--- config.mk ---
export PLATFORM = sky130hd
export DESIGN_NAME = alu_seq_param
export DESIGN_NICKNAME = d
export VERILOG_FILES = /design/src/rtl/alu_pkg.sv /design/src/rtl/alu_iter_unit.sv /design/src/rtl/alu_seq_param.sv
export SDC_FILE = /design/constraint.sdc
export NUM_CORES = 1
export LEC_CHECK = 0
export ABC_AREA = 1
export CORE_UTILIZATION = 58
export CTS_CLUSTER_DIAMETER = 60
export DETAILED_ROUTE_END_ITERATION = 7
export GPL_TIMING_DRIVEN = 0
export HOLD_SLACK_MARGIN = 0.02
export PLACE_DENSITY = 0.81
export SYNTH_ARGS = -nofsm -noshare
export SYNTH_HDL_FRONTEND = slang
export SYNTH_SLANG_ARGS = --single-unit
--- constraint.sdc ---
create_clock -name clk -period 2.45 [get_ports clk]
set_input_delay 0.3675 -clock clk [delete_from_list [all_inputs] [get_ports clk]]
set_output_delay 0.3675 -clock clk [all_outputs]
set_load 0.02 [all_outputs]
--- src/rtl/alu_pkg.sv ---
// Shared opcode constants and FSM state encoding for the sequential ALU.
package alu_pkg;

  localparam logic [2:0] OP_ADD = 3'b000;
  localparam logic [2:0] OP_SUB = 3'b001;
  localparam logic [2:0] OP_MUL = 3'b010;
  localparam logic [2:0] OP_DIV = 3'b011;
  localparam logic [2:0] OP_AND = 3'b100;
  localparam logic [2:0] OP_OR  = 3'b101;
  localparam logic [2:0] OP_XOR = 3'b110;
  localparam logic [2:0] OP_NOT = 3'b111;

  typedef enum logic [1:0] {
    ST_IDLE = 2'd0,
    ST_EXEC = 2'd1,
    ST_ITER = 2'd2,
    ST_DONE = 2'd3
  } alu_state_e;

  // Divide by zero never iterates; it is resolved in a single EXEC cycle.
  function automatic logic is_iter_op(input logic [2:0] op, input logic b_nonzero);
    return (op == OP_MUL) || ((op == OP_DIV) && b_nonzero);
  endfunction

endpackage

--- src/rtl/alu_iter_unit.sv ---
// Iterative multiply (shift-add) / divide (restoring) datapath, one step per cycle.
// A single 2W accumulator serves both ops: {upper, lower} = {product hi, lo} for
// MUL and {remainder, quotient} for DIV.
module alu_iter_unit
  import alu_pkg::*;
#(
  parameter int W = 4
) (
  input  logic           clk,
  input  logic           rst,
  input  logic           start,
  input  logic [2:0]     op,
  input  logic [W-1:0]   a,
  input  logic [W-1:0]   b,
  output logic           busy,
  output logic           done,
  output logic [2*W-1:0] product,
  output logic [W-1:0]   quotient,
  output logic [W-1:0]   remainder
);

  localparam int CW = $clog2(W + 1);

  logic [2*W-1:0] acc_q, acc_d;
  logic [W-1:0]   opnd_q;
  logic           div_q;
  logic           busy_q;
  logic [CW-1:0]  cnt_q;
  logic [W:0]     sum, diff;

  // One shift-add or shift-subtract step on the accumulator.
  always_comb begin
    acc_d = acc_q;
    sum   = {1'b0, acc_q[2*W-1:W]} + {1'b0, opnd_q};
    diff  = acc_q[2*W-1:W-1] - {1'b0, opnd_q};
    if (div_q) begin
      if (!diff[W]) acc_d = {diff[W-1:0], acc_q[W-2:0], 1'b1};
      else          acc_d = {acc_q[2*W-2:0], 1'b0};
    end else begin
      if (acc_q[0]) acc_d = {sum, acc_q[W-1:1]};
      else          acc_d = {1'b0, acc_q[2*W-1:1]};
    end
  end

  // Operand load on start, then W steps counted down to terminal count.
  always_ff @(posedge clk) begin
    if (rst) begin
      acc_q  <= '0;
      opnd_q <= '0;
      div_q  <= 1'b0;
      busy_q <= 1'b0;
      cnt_q  <= '0;
    end else if (start) begin
      div_q  <= (op == OP_DIV);
      acc_q  <= (op == OP_DIV) ? {{W{1'b0}}, a} : {{W{1'b0}}, b};
      opnd_q <= (op == OP_DIV) ? b : a;
      cnt_q  <= CW'(W);
      busy_q <= 1'b1;
    end else if (busy_q) begin
      acc_q <= acc_d;
      cnt_q <= cnt_q - 1'b1;
      if (cnt_q == CW'(1)) busy_q <= 1'b0;
    end
  end

  // done flags the edge that performs the final step.
  assign busy      = busy_q;
  assign done      = busy_q && (cnt_q == CW'(1));
  assign product   = acc_q;
  assign quotient  = acc_q[W-1:0];
  assign remainder = acc_q[2*W-1:W];

endmodule

--- src/rtl/alu_seq_param.sv ---
// Sequential ALU: request/response handshake, single-cycle logic/add/sub ops,
// iterative MUL/DIV delegated to alu_iter_unit.
// state | meaning
// IDLE  | ready for a request
// EXEC  | single-cycle op computing from captured operands
// ITER  | alu_iter_unit stepping MUL/DIV
// DONE  | result valid, waiting for out_ready
module alu_seq_param
  import alu_pkg::*;
#(
  parameter int W = 4
) (
  input  logic           clk,
  input  logic           rst,
  input  logic [W-1:0]   a,
  input  logic [W-1:0]   b,
  input  logic [2:0]     mode,
  input  logic           in_valid,
  output logic           in_ready,
  output logic [2*W-1:0] y,
  output logic           carry,
  output logic           zero,
  output logic           div_zero,
  output logic           out_valid,
  input  logic           out_ready
);

  alu_state_e     state_q;
  logic [W-1:0]   a_q, b_q;
  logic [2:0]     mode_q;
  logic [2*W-1:0] y_q;
  logic           carry_q, div_zero_q, out_valid_q, src_iter_q;

  logic           accept, start_iter;
  logic           iter_busy, iter_done;
  logic [2*W-1:0] product;
  logic [W-1:0]   quotient, remainder;
  logic [2*W-1:0] exec_y;
  logic           exec_carry, exec_dz;
  logic [W:0]     sum_w, diff_w;

  assign in_ready   = (state_q == ST_IDLE) && !iter_busy && !rst;
  assign accept     = in_valid && in_ready;
  assign start_iter = accept && is_iter_op(mode, b != '0);

  alu_iter_unit #(.W(W)) u_iter (
    .clk       (clk),
    .rst       (rst),
    .start     (start_iter),
    .op        (mode),
    .a         (a),
    .b         (b),
    .busy      (iter_busy),
    .done      (iter_done),
    .product   (product),
    .quotient  (quotient),
    .remainder (remainder)
  );

  // Single-cycle result from the captured operands.
  always_comb begin
    exec_y     = '0;
    exec_carry = 1'b0;
    exec_dz    = 1'b0;
    sum_w      = {1'b0, a_q} + {1'b0, b_q};
    diff_w     = {1'b0, a_q} - {1'b0, b_q};
    case (mode_q)
      OP_ADD: begin
        exec_y     = {{(W-1){1'b0}}, sum_w};
        exec_carry = sum_w[W];
      end
      OP_SUB: begin
        exec_y     = {{W{1'b0}}, diff_w[W-1:0]};
        exec_carry = diff_w[W];
      end
      OP_DIV: begin
        exec_y  = {a_q, {W{1'b1}}};
        exec_dz = 1'b1;
      end
      OP_AND:  exec_y = {{W{1'b0}}, a_q & b_q};
      OP_OR:   exec_y = {{W{1'b0}}, a_q | b_q};
      OP_XOR:  exec_y = {{W{1'b0}}, a_q ^ b_q};
      OP_NOT:  exec_y = {{W{1'b0}}, ~a_q};
      default: exec_y = '0;
    endcase
  end

  // Control FSM with registered result and flags.
  always_ff @(posedge clk) begin
    if (rst) begin
      state_q     <= ST_IDLE;
      a_q         <= '0;
      b_q         <= '0;
      mode_q      <= OP_ADD;
      y_q         <= '0;
      carry_q     <= 1'b0;
      div_zero_q  <= 1'b0;
      out_valid_q <= 1'b0;
      src_iter_q  <= 1'b0;
    end else begin
      case (state_q)
        ST_IDLE: begin
          if (accept) begin
            a_q        <= a;
            b_q        <= b;
            mode_q     <= mode;
            src_iter_q <= 1'b0;
            state_q    <= start_iter ? ST_ITER : ST_EXEC;
          end
        end
        ST_EXEC: begin
          y_q         <= exec_y;
          carry_q     <= exec_carry;
          div_zero_q  <= exec_dz;
          out_valid_q <= 1'b1;
          state_q     <= ST_DONE;
        end
        ST_ITER: begin
          if (iter_done) begin
            carry_q     <= 1'b0;
            div_zero_q  <= 1'b0;
            src_iter_q  <= 1'b1;
            out_valid_q <= 1'b1;
            state_q     <= ST_DONE;
          end
        end
        ST_DONE: begin
          if (out_ready) begin
            out_valid_q <= 1'b0;
            state_q     <= ST_IDLE;
          end
        end
        default: state_q <= ST_IDLE;
      endcase
    end
  end

  // Iterative results are read straight from the (then idle) unit accumulator.
  assign y         = src_iter_q ? ((mode_q == OP_MUL) ? product : {remainder, quotient}) : y_q;
  assign carry     = carry_q;
  assign div_zero  = div_zero_q;
  assign zero      = out_valid_q && (y == '0);
  assign out_valid = out_valid_q;

endmodule

Yosys cells after proc, flatten, opt, wreduce, memory -nomap -nowiden

Index checks and enable logic that the tools add are counted.

Register bits after elaboration: 42
Output and inout port bits: 13
Logic and storage cells: 92

Add/sub/neg operators: 5
Equal/unequal tests: 15
Muxes and demuxes: 29
Bitwise operators: 4
Reduce and logical (&&, ||, !) cells: 24

Operators with widths:

| cell                                          | count |
|---|---|
| one-hot mux 8 bit (7 select lines)            | 1 |
| 2-to-1 mux 8 bit                              | 6 |
| == test 3 bit, second input constant          | 4 |
| adder 4 x 4 -> 5 bit                          | 2 |
| == test 3 x 2 -> 1 bit, second input constant | 3 |
| AND reduction 3 bit                           | 3 |
| logical NOT 8 bit                             | 1 |
| 2-to-1 mux 1 bit                              | 8 |
| 2-to-1 mux 2 bit                              | 4 |
| 2-to-1 mux 4 bit                              | 2 |
| one-hot mux 1 bit (2 select lines)            | 4 |
| one-hot mux 2 bit (4 select lines)            | 1 |
| logical AND 1 bit                             | 7 |
| == test 3 x 1 -> 1 bit, second input constant | 2 |
| 2-to-1 mux 3 bit                              | 2 |
| inequality test 2 bit, second input constant  | 3 |
| nonzero test 2 bit                            | 3 |
| subtractor 4 x 4 -> 5 bit                     | 1 |
| subtractor 5 x 4 -> 5 bit                     | 1 |
| bitwise AND 4 bit                             | 1 |
| == test 2 bit, second input constant          | 2 |
| NOT 4 bit                                     | 1 |
| bitwise OR 4 bit                              | 1 |
| AND reduction 2 bit                           | 2 |
| other kinds (11)                              | 12 |

Longest topological paths before layout

Gate-level depths: netlist of run 1.

Depth in word-level cells: 8
Mapped depth: 14

Modules after synthesis

From an unflattened synthesis of run 1, not the netlist that was laid out.

Cell total of the unflattened synthesis: 494
Area, all modules: 3253.1 um^2

By module, submodules not included:

| module        | instances | cells each | area an instance (um^2) | sequential area each (um^2) |
|---|---|---|---|---|
| alu_seq_param | 1         | 305        | 1913.1                  | 500.5 |
| alu_iter_unit | 1         | 189        | 1340.0                  | 340.3 |

Least setup slack after synthesis of run 1

No wires, ideal clock.

Path type: reg-to-output
Start: register src_iter_q
End: output port zero
Data arrival time: 1.622 ns
Required time: 2.082 ns
Slack: 0.461 ns
Stages on the path, launching flop included: 7
Path buffers: 2
Cells stage by stage: dfxtp_1 buf_2 buf_2 a21oi_1 nor2_1 nand3_1 nor4_1

Cells in the longest elaborated chain, start to end: 3

RTL lines:

| element                  | RTL line             | RTL |
|---|---|---|
| start: declaration       | alu_seq_param.sv:32  | `logic carry_q, div_zero_q, out_valid_q, src_iter_q;` |
| start signal: assignment | alu_seq_param.sv:99  | `src_iter_q <= 1'b0;` |
| start signal: assignment | alu_seq_param.sv:107 | `src_iter_q <= 1'b0;` |
| start signal: assignment | alu_seq_param.sv:122 | `src_iter_q <= 1'b1;` |
| 2-to-1 mux 8 bit         | alu_seq_param.sv:139 | `assign y = src_iter_q ? ((mode_q == OP_MUL) ? product : {remainder, quotient}) : y_q;` |
| via y[7]                 | alu_seq_param.sv:20  | `output logic [2*W-1:0] y,` |
| logical NOT 8 bit        | alu_seq_param.sv:142 | `assign zero = out_valid_q && (y == '0);` |
| logical AND 1 bit        | alu_seq_param.sv:142 |  |
| end: declaration         | alu_seq_param.sv:22  | `output logic zero,` |

The timed path passes the listed nets, and every way through them passes these cells.

Final worst setup path of run 1

Start: register u_iter.acc_q[0], in the netlist u_iter.product[0]
End: output port y[0]

Cells in the longest elaborated chain, start to end: 1

RTL lines:

| element                  | RTL line             | RTL |
|---|---|---|
| start: declaration       | alu_iter_unit.sv:24  | `logic [2*W-1:0] acc_q, acc_d;` |
| start signal: assignment | alu_iter_unit.sv:55  | `acc_q <= (op == OP_DIV) ? {{W{1'b0}}, a} : {{W{1'b0}}, b};` |
| 2-to-1 mux 8 bit         | alu_seq_param.sv:139 |  |
| end: declaration         | alu_seq_param.sv:20  |  |

Every way passes these cells.

==> results.py, run 1 <==
metrics = {
    "status": {
        "run_status": "finished, final reports clean",
    },
    "timing": {
        "fin_setup_tns_ps": 0,
        "setup_viol": 0,
        "worstMarginPinSlew_ps": 480,
        "drv_slew": 0,
        "hold_viol_final": 0,
        "clock_skew_ps": 4.72,
        "fmax_mhz": 433,
        "max_slew_margin": 0.680,
        "fin_crit_ps": 2310,
        "rsz0062_at_grt": "false",
        "period_share": 0.942,
    },
    "clock_network": {
        "root_buffer": "clkbuf_8",
        "clock-sinks": 42,
        "cts_hold_buf": 0,
        "cts-buffers-inserted": 5,
        "cts_tree": "done",
        "post_cts_resized": 1,
        "clk_pin_slew_worst_paths_ps": 80,
        "clk_path_buf_depth": 2,
        "cts_setup_buffers": 0,
        "htree_levels": 2,
        "worstSkewPairLatency_ps": 310,
    },
    "power": {
        "pwr-share-seq": 0.346,
        "leakagePower_nw": 1.53,
        "ir_drop_v": 0.000530,
        "power_frac_comb": 0.426,
        "p_switching_w": 0.000998,
        "internal_power_w": 0.00149,
        "clock_power_share": 0.228,
        "switching_share": 0.402,
        "cellPowerDensity_nw_per_um2": 714,
    },
    "detailed_routing": {
        "drt-initial-drc-count": 255,
        "ant_nets": 0,
        "drt_wl_total_microns": 7740,
        "wire_per_inst_microns": 14.0,
        "via_per_inst": 5.51,
        "drt-pass1-iter-count": 5,
        "vias": 3044,
        "drcViolationCount": 0,
    },
    "global_routing": {
        "grt_util_all_layers": 0.309,
        "antenna_found_initial": 0,
        "grt-ovfl-total": 0,
        "grt_pass1_wl_microns": 12900,
        "grt_max_degree": 14,
        "grt_pass1_vias": 2895,
    },
    "floorplanning": {
        "fp.dieW_microns": 74.2,
        "ios": 28,
        "dieArea_sq_um": 5510,
        "core_area_sq_um": 4880,
        "initial_utilization": 0.620,
        "die_y_microns": 74.2,
        "fp-row-count": 25,
    },
    "flow_run": {
        "cap_viol_max_count": 0,
    },
    "setup_path": {
        "cp_max_fo": 8,
        "end_kind": "primary output",
        "required_ps": 2080,
        "critPathKind": "flop to primary output",
        "worstPathArrival_ps": 1940,
        "worstSetupStartpointType": "flop",
    },
    "synth": {
        "synth-main-ff-cell": "dfxtp_1",
        "synth_seq_area_share": 0.278,
        "synth_nets": 497,
        "synth_warnings": 0,
        "yosys.cell_types.count": 34,
        "yosysTopAreaCellShare": 0.278,
        "synth_edf_count": 0,
        "syn_inst": 451,
        "yosysTopAreaCell": "dfxtp_1",
        "synth_area_sq_um": 3020,
        "avgSynthCellArea_sq_um": 6.71,
        "synth.area.top_cells": "dfxtp_1 28%, nand2_1 12%, ha_1 11%",
        "synth_seq_cells": 42,
        "ys_async_sr_fraction": 0,
    },
    "cells_and_area": {
        "nFillCells": 441,
        "multi_input_area_sq_um": 1830,
        "instances_no_fill": 552,
        "drive_gt1_frac": 0.0784,
        "fin_nets": 530,
        "final-seq-area_sq_um": 841,
        "area_growth_pct": 15.0,
        "n_antenna_cell": 0,
    },
    "placed_design": {
        "routabilityCongestion": 0.926,
        "placed_cells": 544,
        "port_buffers": 26,
        "dp_hpwl_microns": 6010,
    },
    "min_path": {
        "hp-class": "input pin to flop",
    },
}
[kinds of logic after synthesis]
group                      after synthesis  share of synthesized area
adders and majority gates               31                      0.138
DFF                                     42                      0.278
buffers and inverters                   86                      0.118
xor gates and xnor gates                 2                    0.00579
AOI/OAI and AO/OA                      107                      0.183
and+or+nand+nor                        183                      0.277
[metrics by stage]
step                      utilization  power, W  area [sq um]  hold WS, ps  setup WS, ps
after floorplan                     -   0.00159          3020          444           461
after global placement          0.690   0.00190          3370          453           244
after detailed placement        0.690   0.00193          3370          457           253
after CTS                       0.713   0.00248          3480          291           159
after global routing            0.713   0.00266          3480          293          21.3
final                           0.713   0.00248          3480          288           142
[registers in the layout, summed over array words and instances (netlist names)]
signal	cells
mode_q	3
carry	1
u_iter.opnd_q	4
u_iter.cnt_q	3
a_q	4
out_valid	1
u_iter.product	8
b_q	4
u_iter.div_q	1
u_iter.busy	1
state_q	2
div_zero	1
y_q	8
src_iter_q	1
[power by group through the flow]
| stage | logic, W | registers, W | clock network (W) |
|---|---|---|---|
| after detailed placement | 0.00105 | 0.000874 | 0 |
| after global routing | 0.00120 | 0.000875 | 0.000593 |
| after floorplan | 0.000726 | 0.000867 | 0 |
| after CTS | 0.00106 | 0.000859 | 0.000569 |
| after global placement | 0.00103 | 0.000870 | 0 |
| final | 0.00106 | 0.000860 | 0.000565 |
[path summary, 6_finish.rpt]
kind / slack [ps] / from / endpoint / cells after the start
min reg2reg: 470 / y_q[1]$_SDFFE_PP0N_ / y_q[1]$_SDFFE_PP0N_ / 2
max reg2reg: 360 / u_iter.product[3]$_SDFFE_PP0P_ / u_iter.product[0]$_SDFFE_PP0P_ / 13
min: 290 / rst / u_iter.product[7]$_SDFFE_PP0P_ / 2
max: 140 / u_iter.product[0]$_SDFFE_PP0P_ / y[0] / 4
[Yosys cell counts (2+ instances only)]
library cell,n
nor2_1,27
nand3_2,2
xnor2_1,2
dfxtp_1,42
fa_1,4
inv_1,62
inv_2,6
o21ai_1,3
clkbuf_1,6
nand4_1,4
nor3_2,3
ha_1,27
nand2_2,2
o211ai_1,4
o21ai_0,38
buf_6,2
a21oi_1,59
buf_4,2
nand2_1,95
buf_2,6
nand3_4,2
nand3_1,41
[per-layer routing]
layer / up-vias / part of all wire / GRT usage / wire (microns)
met1: 1410 / 0.44 / 0.371 / 3410
met4: 0 / 0.030 / 0.134 / 232
met3: 20 / 0.042 / 0.0569 / 323
met2: 79 / 0.49 / 0.541 / 3780
met5: - / 0 / 0 / 0
li1: 1535 / - / - / -
[critical path, stage by stage, from the launching register on]
cell and delay, ps:
dfxtp_1 320, clkbuf_1 270, inv_1 190, a21oi_1 220, clkdlybuf4s50_1 640
[final cells by class]
cell class              count  area share
repair buffers             26      0.0745
clock buffers               6      0.0209
plain buffers              17      0.0273
clock inverters             2      0.0108
inverters                  69      0.0752
flip-flops and latches     42       0.242
multi-input cells         323       0.525
well taps                  67      0.0241
[placed cells by master, fill, tap and decap left out, types with 7 or more instances in the layout]
| master | n |
|---|---|
| nand2_1 | 95 |
| inv_1 | 62 |
| a21oi_1 | 59 |
| dfxtp_1 | 42 |
| nand3_1 | 41 |
| o21ai_0 | 38 |
| nor2_1 | 27 |
| ha_1 | 27 |
| clkdlybuf4s50_1 | 25 |
| clkbuf_1 | 7 |
Power figures use the tool's default switching activity.
==> run 2: changes to the inputs <==
- CAP_MARGIN: not set -> 15
- CTS_CLUSTER_DIAMETER: 60 -> not set
==> results of run 2 <==
The final DEF is identical to that of run 1; final timing and power are the same.
